## src/rtl/mult_share_ctrl.sv

```systemverilog
`default_nettype none
// ============================================================================
//  Module   : mult_share_ctrl
//  Purpose  : Sequencing and sharing controller for the calculator's single
//             combinational N-bit unsigned multiplier. It arbitrates
//             round-robin between two operand requesters and latches the
//             winning operands. It drives the shared multiplier, registers
//             the product and returns it over a valid/ready response channel
//             tagged with the requester ID.
//  Ports    :
//             clk, rst_n          - clock, asynchronous active-low reset
//             reqX_valid/ready    - requester X operand handshake (X = 0,1)
//             reqX_a, reqX_b      - requester X operands (N bits)
//             mul_a, mul_b        - operands to the shared multiplier
//             mul_p               - product back from the multiplier (2N bits)
//             rsp_valid/ready     - response handshake
//             rsp_product, rsp_id - registered product and owning requester
//             busy                - controller is not idle
//             op_count            - completed responses, wraps mod 2^CNT_W
//  Revision : 1.0 - initial release
// ============================================================================
module mult_share_ctrl #(
    parameter int N     = 4,
    parameter int CNT_W = 8
) (
    input  logic             clk,
    input  logic             rst_n,

    input  logic             req0_valid,
    output logic             req0_ready,
    input  logic [N-1:0]     req0_a,
    input  logic [N-1:0]     req0_b,

    input  logic             req1_valid,
    output logic             req1_ready,
    input  logic [N-1:0]     req1_a,
    input  logic [N-1:0]     req1_b,

    output logic [N-1:0]     mul_a,
    output logic [N-1:0]     mul_b,
    input  logic [2*N-1:0]   mul_p,

    output logic             rsp_valid,
    input  logic             rsp_ready,
    output logic [2*N-1:0]   rsp_product,
    output logic             rsp_id,

    output logic             busy,
    output logic [CNT_W-1:0] op_count
);

    typedef enum logic [1:0] {
        S_IDLE = 2'd0,
        S_CALC = 2'd1,
        S_RESP = 2'd2
    } state_t;

    localparam logic [CNT_W-1:0] c_cnt_one = {{(CNT_W-1){1'b0}}, 1'b1};

    state_t             r_state;
    logic [N-1:0]       r_op_a;
    logic [N-1:0]       r_op_b;
    logic               r_op_id;
    logic               r_ptr;          // requester that wins a tie
    logic [2*N-1:0]     r_rsp_product;
    logic               r_rsp_id;
    logic               r_rsp_valid;
    logic               r_busy;
    logic [CNT_W-1:0]   r_op_count;

    logic               w_idle;
    logic               w_grant0;
    logic               w_grant1;

    // ------------------------------------------------------------------------
    // Arbitration. A lone valid requester always wins; on a tie the pointer
    // decides. The two grants are mutually exclusive by construction, and
    // they are re-evaluated every cycle so a withdrawn request leaves no
    // trace.
    // ------------------------------------------------------------------------
    assign w_idle   = (r_state == S_IDLE);
    assign w_grant0 = req0_valid & (~req1_valid | ~r_ptr);
    assign w_grant1 = req1_valid & (~req0_valid |  r_ptr);

    assign req0_ready = w_idle & w_grant0;
    assign req1_ready = w_idle & w_grant1;

    // The multiplier sees the operand registers at all times, so its inputs
    // hold the last accepted operands while idle.
    assign mul_a       = r_op_a;
    assign mul_b       = r_op_b;

    assign rsp_valid   = r_rsp_valid;
    assign rsp_product = r_rsp_product;
    assign rsp_id      = r_rsp_id;
    assign busy        = r_busy;
    assign op_count    = r_op_count;

    // ------------------------------------------------------------------------
    // Control FSM with registered outputs.
    // ------------------------------------------------------------------------
    always_ff @(posedge clk or negedge rst_n) begin
        if (!rst_n) begin
            r_state       <= S_IDLE;
            r_op_a        <= '0;
            r_op_b        <= '0;
            r_op_id       <= 1'b0;
            r_ptr         <= 1'b0;
            r_rsp_product <= '0;
            r_rsp_id      <= 1'b0;
            r_rsp_valid   <= 1'b0;
            r_busy        <= 1'b0;
            r_op_count    <= '0;
        end else begin
            case (r_state)
                S_IDLE: begin
                    if (req0_ready) begin
                        r_op_a  <= req0_a;
                        r_op_b  <= req0_b;
                        r_op_id <= 1'b0;
                        r_busy  <= 1'b1;
                        r_state <= S_CALC;
                    end else if (req1_ready) begin
                        r_op_a  <= req1_a;
                        r_op_b  <= req1_b;
                        r_op_id <= 1'b1;
                        r_busy  <= 1'b1;
                        r_state <= S_CALC;
                    end
                end

                // The multiplier has had a full cycle to settle on the
                // operand registers; capture its result.
                S_CALC: begin
                    r_rsp_product <= mul_p;
                    r_rsp_id      <= r_op_id;
                    r_rsp_valid   <= 1'b1;
                    r_state       <= S_RESP;
                end

                S_RESP: begin
                    if (rsp_ready) begin
                        r_rsp_valid <= 1'b0;
                        r_op_count  <= r_op_count + c_cnt_one;
                        // Hand priority to the requester not just served.
                        r_ptr       <= ~r_rsp_id;
                        r_busy      <= 1'b0;
                        r_state     <= S_IDLE;
                    end
                end

                default: begin
                    r_rsp_valid <= 1'b0;
                    r_busy      <= 1'b0;
                    r_state     <= S_IDLE;
                end
            endcase
        end
    end

endmodule
`default_nettype wire

```

## config.mk

```make
export PLATFORM = sky130hd
export DESIGN_NAME = mult_share_ctrl
export DESIGN_NICKNAME = d
export VERILOG_FILES = /design/src/rtl/mult_share_ctrl.sv
export SDC_FILE = /design/constraint.sdc
export NUM_CORES = 1
export LEC_CHECK = 0
export ABC_AREA = 1
export ABC_CLOCK_PERIOD_IN_PS = 3600
export BUFFER_PORTS_ARGS = -buffer_cell sky130_fd_sc_hd__buf_2
export CAP_MARGIN = 20
export CORE_MARGIN = 2
export CORE_UTILIZATION = 40
export CTS_CLUSTER_DIAMETER = 60
export DETAILED_ROUTE_END_ITERATION = 16
export PLACE_DENSITY = 0.67
export SYNTH_ARGS = -nofsm -noshare
export SYNTH_HDL_FRONTEND = slang
export SYNTH_SLANG_ARGS = --single-unit
```

## constraint.sdc

```tcl
create_clock -name clk -period 3.6 [get_ports clk]
set_clock_uncertainty 0.15 [all_clocks]
set_input_delay 0 -clock clk [delete_from_list [all_inputs] [get_ports clk]]
set_output_delay 0 -clock clk [all_outputs]
set_load 0.02 [all_outputs]
```

; After elaboration in Yosys (flattened, before gate mapping)
; Index checks and enable logic that the tools add are counted.
[totals]
mem_bits_ro = 0
latchBits = 0
mem_bits_rw = 0
inputBits = 29
ff_bits = 31
word_cells = 48
output_inout_bits = 29
n_memories = 0
[classes]
mul = 0
n_mux = 14
eq_ne = 4
add_sub_neg = 1
n_bitwise = 12
shift = 0
n_div = 0
n_lt_le_gt_ge = 0
reduce_logical = 7
[ops]
columns = cell, n
row1 = 4-bit 2-to-1 mux, 4
row2 = "8-bit by 1-bit adder with 8-bit output, second input constant", 1
row3 = 2-bit AND reduction, 4
row4 = 2-bit 2-to-1 mux, 3
row5 = 1-bit NOT, 6
row6 = 1-bit case mux with 3 select lines, 2
row7 = 2-bit case mux with 3 select lines, 1
row8 = 1-bit bitwise AND, 4
row9 = 1-bit 2-to-1 mux, 4
row10 = "3-bit inequality test, second input constant", 1
row11 = 3-bit AND reduction, 1
row12 = "2-bit by 1-bit == test with 1-bit output, second input constant", 1
row13 = "2-bit == test, second input constant", 1
row14 = 2-bit zero test, 1
row15 = "2-bit inequality test, second input constant", 1
row16 = 1-bit OR, 2
row17 = 2-bit nonzero test, 1

; Longest topological paths before layout
[depth]
depth_word = 7
mapped_depth = 7
ltp_nobuf = 7

; Worst setup path after synthesis
; OpenSTA, ideal clock, no wires.
[synth_timing]
kind = register -> register
from = reg r_op_count[0] (netlist: op_count[0])
to = reg r_op_count[4] (netlist: op_count[4])
required_time_ps = 3332
stages_incl_launch_ff = 7
arrival_ps = 1061
path_buffers = 0
setup_ps = 118
setup_slack_ps = 2271
synth_period_minus_slack_ps = 1329
cell_sequence = dfrtp_1 ha_1 inv_1 nor2_4 nand3_1 nand2_1 nand2_1
[synth_between]
elab_chain_len = 1
[synth_lines]
columns = item, line_no
row1 = "start, declared", 69  ; logic [CNT_W-1:0] r_op_count;
row2 = "start signal, assigned", 144  ; r_op_count <= r_op_count + c_cnt_one;
row3 = 8-bit by 1-bit adder with 8-bit output, 144
; Every way passes these cells.
; A chain may end at the register's enable or synchronous reset.

; Worst setup path after layout
[layout_timing]
from = reg r_state[1]
to = reg r_op_a[0] (netlist: mul_a[0])
[layout_between]
elab_chain_len = 4
word_cells_on_any_way = 6
cone_classes = mux (1) / bitwise (2) / reduce/logical (3)
[layout_lines]
columns = item, line_no
row1 = "start, declared", 60  ; state_t r_state;
row2 = "start signal, assigned", 104  ; r_state <= S_IDLE;
row3 = "start signal, assigned", 122  ; r_state <= S_CALC;
row4 = "start signal, assigned", 128  ; r_state <= S_CALC;
row5 = 2-bit zero test (*), "81, 115"
row6 = 1-bit bitwise AND (on tied branches), "85, 86"
row7 = 2-bit nonzero test (no line), -
row8 = 2-bit AND reduction (no line), -
row9 = "end signal, assigned", 118  ; r_op_a <= req0_a;
row10 = "end signal, assigned", 124  ; r_op_a <= req1_a;
row11 = "end, declared", 61  ; logic [N-1:0] r_op_a;
; Mark *: on every way between the ends. The rest lies on a longest branch, timed or not.

==> qor.csv <==
stage,metric,value,unit
power_and_ir_drop,p_sw_share,41.6,%
synthesis,yosys_warnings,0,
synthesis,synth.avg_cell_area,9.01,sq um
sta,maxSlewViolCount,0,
power_and_ir_drop,ir_drop,410,uV
grt,grt_pass1_wl,5760,um
synthesis,synth_area_leader_cell,dfrtp_1,
synthesis,synth_edf_count,0,
die,ioPinCount,58,
worst_setup_path,r2r-start,r_state[1]$_DFFE_PN0P_,
routing,drc,0,
final_layout,postLayoutCellArea,2220,sq um
placement,placed_cell_area,1840,sq um
die,die_h,65.7,um
grt,grt_max_degree,32,
power_and_ir_drop,p_clk_share,16.5,%
routing,wl,3370,um
synthesis,ys_ff_latch,31,
clocking,htree_levels,2,
clocking,cts_buffer_depth,2,
clocking,cts_made_buffers,5,
final_layout,n_antenna_cell,0,
sta,maxSlewHeadroom,54.6,%
power_and_ir_drop,power_frac_comb,48.1,%
sta,hold_violations,0,
clocking,clock_sinks,31,
die,die_x,65.7,um
worst_setup_path,rrSetupSlack,0.92,ns
power_and_ir_drop,power.leakage,1.20,nW
worst_setup_path,cpPeakStageDelay,0.57,ns
routing,viasPerCell,4.50,
worst_setup_path,path_cells,"nor2_4, nand3_2, nand2_1, nand2_1, dlygate4sd3_1, nand2_1, nand2_1, dlygate4sd3_1",
clocking,clkLatencyLatePin,0.27,ns
synthesis,synth.distinct_cells,25,
routing,drt_first_pass_iters,4,
final_layout,layout.nets,288,
worst_setup_path,crit_path_frequent_cell,nand2_1,
final_layout,syn_to_final_growth,45.9,%
grt,antenna_found_initial,0,
clocking,clkTransAtPathRegs,0.06,ns
die,floorplan.initialDensity,41.6,%
routing,ant_nets,0,
worst_setup_path,cp_slowest_cell,dlygate4sd3_1,
synthesis,synth-main-ff-cell,dfrtp_1,
sta,setup_viol_count_final,0,
clocking,cts_tree,done,
worst_setup_path,r2r_cells,8,
sta,rsz0062_at_grt,no,
worst_setup_path,crit_path_end_kind,flop,
run,drv_cap,0,
routing,drtIter0Drc,63,
power_and_ir_drop,sequentialPowerShare,35.4,%
sta,fmax,0.373,GHz
synthesis,synthCells,169,
worst_setup_path,crit_end,mul_a[0]$_DFFE_PN0P_,
sta,setup-tns-final,0,ns
die,die_area,4320,sq um
sta,min_period,2.68,ns
power_and_ir_drop,p_int,1.02,mW
routing,wire_per_inst,11.0,um
final_layout,drive_gt1_share,32.4,%
sta,worst_slew_pin_slew,0.682,ns
placement,io_buffers,57,
power_and_ir_drop,p_sw,0.729,mW
grt,grt_pass1_vias,1342,
synthesis,synth_top_cell_area_share,50.9,%
placement,gp_congestion,0.788,
synthesis,yosys-top-cells-area,"dfrtp_1, nand2_1, mux2_4, nand4_1, inv_1",
worst_setup_path,path_class,reg -> reg,
sta,min_period_over_period,74.6,%
clocking,post_cts_buffers,0,
die,rows,22,
grt,grt_overflow_total,0,
worst_setup_path,start_kind,flop,
worst_setup_path,worstPathArrival,2.69,ns
worst_setup_path,required,3.60,ns
synthesis,netlist_area,1520,sq um
synthesis,async_flop_share,100,%
worst_setup_path,crit_fanout,13,
clocking,cts_root_buffer,clkbuf_8,
hold_path,hp-class,in -> reg,
synthesis,synth_nets,199,
power_and_ir_drop,powerDensity,789,nW/um^2
outcome,status,completed,
grt,gr-usage-all-layers,17.5,%
worst_setup_path,r2r_end,mul_a[0]$_DFFE_PN0P_,
synthesis,seq_area_frac_synth,50.9,%
die,core_area,3660,sq um
placement,hpwl,2230,um
routing,vias,1383,
worst_setup_path,startpoint,r_state[1]$_DFFE_PN0P_,
[layout make-up]
cell class	instances	area, sq um
repair buffers	85	566
inverters	15	58.8
flip-flops and latches	31	776
multi-input cells	120	661
fillers	346	1440
well taps	48	60.1
clock buffers	8	100
[timing repair]
action                                 4_1_cts  5_1_grt
hold buffers                                28        0
gates resized for setup                      0        0
endpoints found under the hold margin       52        0
[worst max-delay path: cells and delay by family, from the launching register on]
kind / cells / cell delay, ns
buf+inv: 2 / 1.12
simple gates: 6 / 0.84
flops: 1 / 0.46
[synth_stat cells (3+ instances only)]
| library cell | instances |
|---|---|
| nand4_1 | 9 |
| mux2_2 | 3 |
| nor2_1 | 4 |
| nand2_1 | 76 |
| inv_1 | 12 |
| nand3_1 | 5 |
| dfrtp_1 | 31 |
| mux2_4 | 5 |
[how the worst min path moves through the flow]
stage / cells past startpoint / startpoint / end / slack (ns)
5_1_grt: 3 / req0_valid / busy$_DFFE_PN0P_ / 0.08
4_1_cts: 3 / req0_valid / busy$_DFFE_PN0P_ / 0.05
3_3_place_gp: 1 / rst_n / mul_a[3]$_DFFE_PN0P_ / -0.06
3_5_place_dp: 1 / rst_n / mul_a[3]$_DFFE_PN0P_ / -0.06
2_1_floorplan: 0 / rst_n / busy$_DFFE_PN0P_ / -0.45
6_report: 3 / req0_valid / busy$_DFFE_PN0P_ / 0.06
[flip-flops by register name (all words and copies together), names as in the netlist, 2 cells and up]
signal       count
mul_a            4
rsp_product      8
mul_b            4
r_state          2
op_count         8
[power groups by stage]
stage               Sequential (mW)  Clock (mW)  Combinational, mW
floorplan                     0.776           0              0.413
global placement              0.621           0              0.771
detailed placement            0.623           0              0.783
CTS                           0.621       0.303              0.845
global route                  0.643       0.325              0.929
finish                        0.620       0.290              0.842
[per-stage QoR]
stage / std cells / hold WS (ns) / utilization, % / power (mW) / worst slack, ns
final: 307 / 0.0589 / 60.7 / 1.75 / 0.916
after global routing: 307 / 0.0830 / 60.7 / 1.90 / 0.803
after CTS: 307 / 0.0533 / 60.7 / 1.77 / 0.975
after detailed placement: 271 / -0.0629 / 50.3 / 1.41 / 2.05
after global placement: 271 / -0.0645 / 50.3 / 1.39 / 2.10
after floorplan: 169 / -0.446 / - / 1.19 / 2.27
[cells in the final DEF (no fill, tap or decap), drive strengths merged]
cell type | synthesis | layout
nor2 | 6 | 6
xor2 | 2 | 2
nand2 | 79 | 79
ha | 1 | 1
o211ai | 1 | 1
dlygate4sd3 | 0 | 28
o21ai | 4 | 4
nand3 | 7 | 7
clkbuf | 0 | 8
nand4 | 9 | 9
inv | 15 | 15
mux2 | 8 | 8
xnor2 | 1 | 1
dfrtp | 31 | 31
nand3b | 2 | 2
buf | 3 | 57
[metal layers]
metal  GRT usage [%]  part of all wire (%)  vias up  wire length [um]
li1                -                     -      716                 -
met1            21.7                    45      630              1520
met2            28.8                    49       32              1670
met3            4.45                   4.7        5               159
met4            7.55                  0.80        0                27
met5               0                     0        -                 0
[cell families after synthesis]
group	synth area share [%]
AOI/OAI and AO/OA	2.79
xor gates and xnor gates	1.73
adders and majority gates	0.822
buffers and inverters	5.67
DFF	50.9
muxes	7.15
and+or+nand+nor	30.9
Power figures use the tool's default switching activity.
